==> src/rtl/instr_fetch_unit.sv <==
// instr_fetch_unit
//   Initiator side of the instruction-memory read port. Holds the fetch PC,
//   presents it as the byte address to a combinational instruction memory,
//   and captures the returned word into a small prefetch FIFO that feeds
//   decode through a valid/ready handshake. Redirects from execute flush the
//   FIFO and restart fetch at the new target.
//
// Ports
//   clk            rising-edge clock
//   rst            asynchronous active-low reset
//   im_addr        byte address to instruction memory (the fetch PC register)
//   im_instr       word returned by memory for im_addr, same cycle
//   redirect_valid one-cycle pulse: restart fetch at redirect_pc
//   redirect_pc    redirect target byte address
//   out_valid      FIFO head holds a valid entry
//   out_ready      decode accepts the head this cycle
//   out_instr      instruction at the FIFO head (0 while empty)
//   out_pc         byte address of out_instr (0 while empty)
//   fetch_fault    sticky: fetch stopped (misaligned redirect or PC out of range)
module instr_fetch_unit #(
  parameter logic [31:0] RESET_PC = 32'h0000_0000,
  parameter int unsigned DEPTH    = 2,
  parameter int unsigned IM_WORDS = 32
) (
  input  logic        clk,
  input  logic        rst,
  output logic [31:0] im_addr,
  input  logic [31:0] im_instr,
  input  logic        redirect_valid,
  input  logic [31:0] redirect_pc,
  output logic        out_valid,
  input  logic        out_ready,
  output logic [31:0] out_instr,
  output logic [31:0] out_pc,
  output logic        fetch_fault
);

  localparam int unsigned PW = $clog2(DEPTH);
  localparam int unsigned CW = $clog2(DEPTH + 1);

  logic [31:0]   fpc;
  logic [PW-1:0] rd_ptr;
  logic [PW-1:0] wr_ptr;
  logic [CW-1:0] count;
  logic          fault_q;
  logic [31:0]   buf_pc    [DEPTH];
  logic [31:0]   buf_instr [DEPTH];

  logic in_range;
  logic pop;
  logic push;

  always_comb begin
    in_range = (fpc >> 2) < 32'(IM_WORDS);
    pop      = out_valid & out_ready;
    // A full FIFO can still accept a word when the head leaves this cycle.
    push     = !redirect_valid & !fault_q & in_range &
               ((count < CW'(DEPTH)) | pop);
  end

  always_ff @(posedge clk or negedge rst) begin
    if (!rst) begin
      fpc     <= RESET_PC;
      rd_ptr  <= '0;
      wr_ptr  <= '0;
      count   <= '0;
      fault_q <= 1'b0;
      for (int unsigned i = 0; i < DEPTH; i++) begin
        buf_pc[i]    <= '0;
        buf_instr[i] <= '0;
      end
    end else if (redirect_valid) begin
      // Redirect wins over push and pop; any popped head is squashed.
      fpc     <= redirect_pc;
      rd_ptr  <= '0;
      wr_ptr  <= '0;
      count   <= '0;
      fault_q <= |redirect_pc[1:0];
    end else begin
      if (push) begin
        buf_pc[wr_ptr]    <= fpc;
        buf_instr[wr_ptr] <= im_instr;
        wr_ptr            <= wr_ptr + PW'(1);
        fpc               <= fpc + 32'd4;
      end
      if (pop) begin
        rd_ptr <= rd_ptr + PW'(1);
      end
      unique case ({push, pop})
        2'b10:   count <= count + CW'(1);
        2'b01:   count <= count - CW'(1);
        default: count <= count;
      endcase
      // Running off the end of the program stops fetch until a redirect.
      if (!in_range) begin
        fault_q <= 1'b1;
      end
    end
  end

  always_comb begin
    im_addr     = fpc;
    fetch_fault = fault_q;
    out_valid   = (count != '0);
    out_pc      = out_valid ? buf_pc[rd_ptr]    : '0;
    out_instr   = out_valid ? buf_instr[rd_ptr] : '0;
  end

endmodule

==> config.mk <==
export PLATFORM = sky130hd
export DESIGN_NAME = instr_fetch_unit
export DESIGN_NICKNAME = d
export VERILOG_FILES = /design/src/rtl/instr_fetch_unit.sv
export SDC_FILE = /design/constraint.sdc
export NUM_CORES = 1
export LEC_CHECK = 0
export CORE_MARGIN = 5
export CORE_UTILIZATION = 40
export DETAILED_ROUTE_END_ITERATION = 7
export PLACE_DENSITY = 0.64
export SLEW_MARGIN = 5
export SYNTH_ARGS = -nofsm -noshare
export SYNTH_HDL_FRONTEND = slang
export SYNTH_SLANG_ARGS = --single-unit
==> constraint.sdc <==
create_clock -name clk -period 3.8 [get_ports clk]
set_input_delay 0.76 -clock clk [delete_from_list [all_inputs] [get_ports clk]]
set_output_delay 0.76 -clock clk [all_outputs]
set_load 0.005 [all_outputs]
==> impl_metrics.yaml, run 1 <==
global_routing:
  grt_pass1_wl_mm: 27.70
  grt-ovfl-total: 0
  grt_pass1_vias: 5352
  track_usage_pct: 17.01
  antenna_found_initial: 0
  grt_max_degree: 70
timing:
  max-slew-margin-rel_pct: 52.23
  finalCritPeriodShare_pct: 82.47
  slew_violations: 0
  setup_viol: 0
  max_freq_ghz: 0.3191
  final.setup.tns_ns: 0
  rsz0062_at_grt: "no"
  setup_ws_ns: 0.6661
  hold_violations: 0
  tightest_slew_ns: 0.7148
  finClkSkew_ns: 0.01062
  min_period_ns: 3.134
die:
  core_um2: 17780
  die_area_um2: 20700
  initial_core_util_pct: 40.33
  boundaryPins: 166
  die_x_um: 143.9
  rows: 49
  die_y_um: 143.9
pwr:
  finalPower_mw: 3.738
  power.leakage_nw: 4.152
  vdd_drop_max_mv: 0.3144
  powerDensity_nw_per_um2: 388.8
finish:
  fill_cells: 1489
  diodes: 0
  nets: 781
  stdcell_area_um2: 9614
  syn2layout_area_growth_pct: 34.08
  drive_gt1_share_pct: 11.74
clock_network:
  cts_buffers: 17
  cts_resized: 0
  postCtsSetupRepairBufs: 0
  cts_sinks: 165
  holdBufCountCts: 0
  cts-root-buf: "clkbuf_16"
  clk_path_buf_depth: 2
  clkTransAtPathRegs_ns: 0.06
  cts_tree: "yes"
  clock_latency_ns: 0.42
  htree_levels: 4
place:
  io_buffers: 165
  pre_cts_ws_ns: 0.6913
  placed_cell_area_um2: 9045
  dpl.hpwl_mm: 11.36
  gp_congestion: 0.7721
synth:
  synth_top_family_by_area: "multiplexers"
  synth_fa_ha_area_share_pct: 0.1745
  synth_nets: 623
  synthSimpleGateAreaFrac_pct: 12.04
  synth_cell_types: 36
  synth_seq_area_share_pct: 57.58
  ys_warn_count: 0
  syn_area_um2: 7171
  syn_inst: 554
  synthXorXnorAreaFrac_pct: 0.1221
  muxShareOfSynthArea_pct: 25.27
  synth-seq-cells: 165
  synth-compound-area-share_pct: 1.727
  postSynthAreaPerCell_um2: 12.94
run:
  max_cap_violations: 0
status:
  status: "completed"
route:
  drc: 0
  firstDrtPassIters: 4
  drt_wl_total_mm: 16.72
  drt-initial-drc-count: 167
  wl_per_cell_um: 17.55
  via_per_inst: 5.023
  drtAntennaViolNets: 0
  dr_total_vias: 4787
critical_path:
  crit_slowest_cell: "dfrtp_4"
  cp-start-kind: "flip-flop"
  slowest_delay_ns: 0.72
  arrival_ns: 2.37
  worstPathMaxFanout: 26
  end_kind: "output port"
  worst_ep_required_time_ns: 3.04
  crit_chain: "buf_4, mux2i_1, nor2_1, clkdlybuf4s50_1"
  path_class: "flip-flop to output port"
worst_hold_path:
  min_path_type: "input port to asynchronous set/reset pin"
==> final timing paths <==
check,start,depth (start not counted),endpoint,slack [ns]
max,rd_ptr$_DFFE_PN0P_,4,out_pc[12],0.67
min,rst,1,buf_instr[53]$_DFFE_PN0P_,0.34
max reg2reg,im_addr[31]$_DFFE_PN0P_,4,buf_pc[46]$_DFFE_PN0P_,1.25
min reg2reg,buf_pc[38]$_DFFE_PN0P_,1,buf_pc[38]$_DFFE_PN0P_,0.48
max in group asynchronous,rst,2,buf_instr[23]$_DFFE_PN0P_,2.51
min in group clk,buf_pc[38]$_DFFE_PN0P_,1,buf_pc[38]$_DFFE_PN0P_,0.48
==> power by group <==
part	internal (mW)	total, mW	switching (mW)
Combinational	0.155	0.247	0.0925
Sequential	1.79	1.83	0.0383
Clock	0.998	1.66	0.663
Total	2.94	3.74	0.794
==> metal layers <==
metal  vias up  global-route usage (%)  part of all wire, %
met2       143                   27.85                   49
met1      2397                   21.27                   43
met4         0                   4.807                  1.3
met5         -                       0                    0
met3        15                   6.223                  7.4
li1       2232                       -                    -
==> worst max-delay path: cells and delay by family, from the launching register on <==
kind | cells | cell delay (ns)
AND/OR/NAND/NOR | 1 | 0.05
buffers and inverters | 2 | 0.92
flip-flops | 1 | 0.72
multiplexers | 1 | 0.26
==> synth_stat cells <==
library cell  count  area share, %
a2111oi_0         1           0.12
a21oi_1           1          0.070
a221o_1           1           0.14
a221oi_1          1           0.12
a2bb2oi_1         2           0.24
a31oi_1           1          0.087
a41oi_1           1           0.12
and2_1           25            2.2
and3_1            1          0.087
and4_1            2           0.24
buf_1            12           0.63
buf_2             9           0.63
buf_4             2           0.21
buf_6             7            1.1
clkbuf_1          8           0.42
dfrtp_1         165             58
ha_1              1           0.17
inv_1             2           0.10
mux2_1           67             11
mux2_2           37            5.8
mux2i_1          64            8.9
nand2_1           7           0.37
nand2b_1          1          0.087
nand3_1           3           0.21
nand4_1           9           0.79
nor2_1           71            3.7
nor2b_1          31            2.7
nor3_1            3           0.21
nor4_1            3           0.26
nor4_2            5           0.87
o21a_1            1           0.10
o311ai_0          3           0.37
o31ai_1           2           0.21
o32a_1            1           0.14
or4_1             3           0.31
xor2_1            1           0.12
==> cell families (layout without fill, tap and decap cells) <==
family | count (synthesis) | in the layout
xor gates and xnor gates | 1 | 1
and+or+nand+nor | 164 | 164
DFF | 165 | 165
muxes | 168 | 168
buffers and inverters | 40 | 210
adders and majority gates | 1 | 1
AOI/OAI and AO/OA | 15 | 15
==> through the flow <==
stage | instances | hold WS, ns | util [%]
6_report | 953 | 0.3406 | 54.07
5_1_grt | 953 | 0.3818 | 54.07
4_1_cts | 953 | 0.3637 | 54.07
3_5_place_dp | 922 | 0.4732 | 50.87
3_3_place_gp | 922 | 0.4661 | 50.87
2_1_floorplan | 554 | 0.4528 | -
==> placed cells by master (no fill, tap or decap), types with 3 or more instances in the layout <==
| cell | instances |
|---|---|
| clkbuf_1 | 4 |
| buf_12 | 3 |
| nor3_1 | 3 |
| mux2i_1 | 64 |
| nand2_1 | 7 |
| or4_1 | 3 |
| nor4_1 | 3 |
| o311ai_0 | 3 |
| mux2_2 | 37 |
| nor4_2 | 4 |
| mux2_1 | 67 |
| nand3_1 | 3 |
| nor2_1 | 70 |
| clkbuf_16 | 17 |
| clkdlybuf4s50_1 | 164 |
| and2_1 | 25 |
| dfrtp_1 | 164 |
| buf_4 | 9 |
| clkinvlp_4 | 3 |
| nand4_1 | 9 |
| nor2b_1 | 31 |
==> layout make-up <==
type | instances | area (µm²) | share of cell area (%)
Sequential cell | 165 | 4133 | 42.99
Multi-Input combinational cell | 349 | 2838 | 29.52
Timing Repair Buffer | 177 | 1780 | 18.52
Clock buffer | 23 | 467.9 | 4.867
Tap cell | 229 | 286.5 | 2.980
Clock inverter | 8 | 101.3 | 1.054
Inverter | 2 | 7.507 | 0.07808
==> registers in the layout (all words and copies together) (netlist names) <==
register,flops
im_addr,32
buf_instr,64
fetch_fault,1
wr_ptr,1
rd_ptr,1
buf_pc,64
count,2
No activity file was read; power rests on OpenSTA's default activity.
==> run 2, diff against run 1 <==
==> constraint.sdc (replaced) <==
create_clock -name clk -period 3.2 [get_ports clk]
set_input_delay 0.64 -clock clk [delete_from_list [all_inputs] [get_ports clk]]
set_output_delay 0.64 -clock clk [all_outputs]
set_load 0.005 [all_outputs]
==> run 2 against run 1 <==
- hold slack lost 0.092 ns
- power rose by 18%
- cell area increased by 0.64%
- clock skew down 0.0037 ns
- critical path type unchanged
- largest power group unchanged
==> impl_metrics.yaml, run 2 (synthesis results as in run 1) <==
status:
  status: "completed"
pwr:
  vdd_drop_max_mv: 0.3576
  powerDensity_nw_per_um2: 454.4
  power.leakage_nw: 4.174
route:
  drt-initial-drc-count: 271
  firstDrtPassIters: 4
  drtAntennaViolNets: 0
  drc: 0
  via_per_inst: 4.986
  wl_per_cell_um: 17.17
  dr_total_vias: 4782
  drt_wl_total_mm: 16.46
critical_path:
  worst_ep_required_time_ns: 2.56
  arrival_ns: 2.22
  crit_chain: "nor2_4, buf_12, nor2_1, clkdlybuf4s50_1"
  slowest_delay_ns: 0.52
  cp-startpoint: "count[1]$_DFFE_PN0P_"
  path_class: "flip-flop to output port"
  crit_slowest_cell: "nor2_4"
  worstPathMaxFanout: 26
  end_kind: "output port"
  cp-start-kind: "flip-flop"
  path_delay_family: "buffers and inverters"
  path_buf_inv: 2
  reg2reg_from: "im_addr[31]$_DFFE_PN0P_"
finish:
  final_cell_mix: "dfrtp_1 (164), clkdlybuf4s50_1 (164), nor2_1 (70), mux2_1 (67), mux2i_1 (64)"
  fin_cells: 959
  stdcell_area_um2: 9676
  syn2layout_area_growth_pct: 34.93
  fill_cells: 1519
  multi_input_area_um2: 2838
  drive_gt1_share_pct: 13.01
  nets: 786
  regArea_um2: 4133
  diodes: 0
timing:
  hold_violations: 0
  final.setup.tns_ns: 0
  finClkSkew_ns: 0.006893
  slew_violations: 0
  max_freq_ghz: 0.3495
  max-slew-margin-rel_pct: 53.35
  rsz0062_at_grt: "no"
  setup_viol: 0
  tightest_slew_ns: 0.6983
  finalCritPeriodShare_pct: 89.41
  min_period_ns: 2.861
  hold_slack_ns: 0.2484
die:
  die_x_um: 143.9
  rows: 49
  die_area_um2: 20700
  die_y_um: 143.9
  initial_core_util_pct: 40.33
  core_um2: 17780
  boundaryPins: 166
clock_network:
  cts_tree: "yes"
  cts_buffers: 17
  cts-root-buf: "clkbuf_16"
  holdBufCountCts: 0
  clk_path_buf_depth: 2
  cts_resized: 0
  clock_latency_ns: 0.42
  clkTransAtPathRegs_ns: 0.06
  postCtsSetupRepairBufs: 0
  cts_sinks: 165
  htree_levels: 4
global_routing:
  track_usage_pct: 16.71
  grt_max_degree: 77
  grt.busiest_layer: "met2"
  antenna_found_initial: 0
  met3_usage_pct: 5.890
  use_met2_pct: 27.00
  grt_pass1_wl_mm: 27.28
  grt_pass1_vias: 5290
  grt-ovfl-total: 0
  met1_usage_pct: 21.23
place:
  dpl.hpwl_mm: 11.49
  placed_cell_area_um2: 9107
  placed_cells: 927
  io_buffers: 165
  gp_congestion: 0.7933
worst_hold_path:
  min_path_type: "input port to asynchronous set/reset pin"
run:
  max_cap_violations: 0
-- run 2: cell count changes in the layout (fill, tap and decap cells not counted), sizes merged --
cell	delta
bufinv	-1
clkbuf	-5
clkinv	+1
buf	+5
clkinvlp	+3
inv	+3
-- run 2: path summary, 6_finish.rpt --
check	cells after the start	to	slack (ns)
setup reg to reg	5	buf_pc[3]$_DFFE_PN0P_	0.80
hold / removal	1	buf_instr[21]$_DFFE_PN0P_	0.25
setup / recovery	4	out_pc[1]	0.34
min in group clk	1	buf_pc[38]$_DFFE_PN0P_	0.48
max in group asynchronous	2	im_addr[17]$_DFFE_PN0P_	2.09
hold reg to reg	1	buf_pc[38]$_DFFE_PN0P_	0.48
-- run 2: layout make-up --
type	count	area share, %
Clock buffer	18	4.539
Clock inverter	14	1.332
Inverter	2	0.07759
Multi-Input combinational cell	349	29.33
Sequential cell	165	42.71
Tap cell	229	2.961
Timing Repair Buffer	182	19.05
-- run 2: through the flow --
stage                     utilization, %  worst slack, ns  total power [mW]
after floorplan                        -            1.016             2.266
after global placement             51.22           0.3050             2.502
after detailed placement           51.22           0.2786             2.510
after CTS                          54.42           0.2831             4.459
after global routing               54.42           0.2133             4.587
final                              54.42           0.3390             4.396
-- run 2: per-layer routing --
layer  part of all wire (%)  wire length, µm
met5                      0                0
met4                    1.2              200
met3                    7.3             1195
met2                     48             7871
met1                     44             7195
-- run 2: power breakdown --
group          internal, mW  switching [mW]
clock                  1.10           0.833
sequential             2.13          0.0460
combinational         0.184           0.111
total                  3.41           0.990
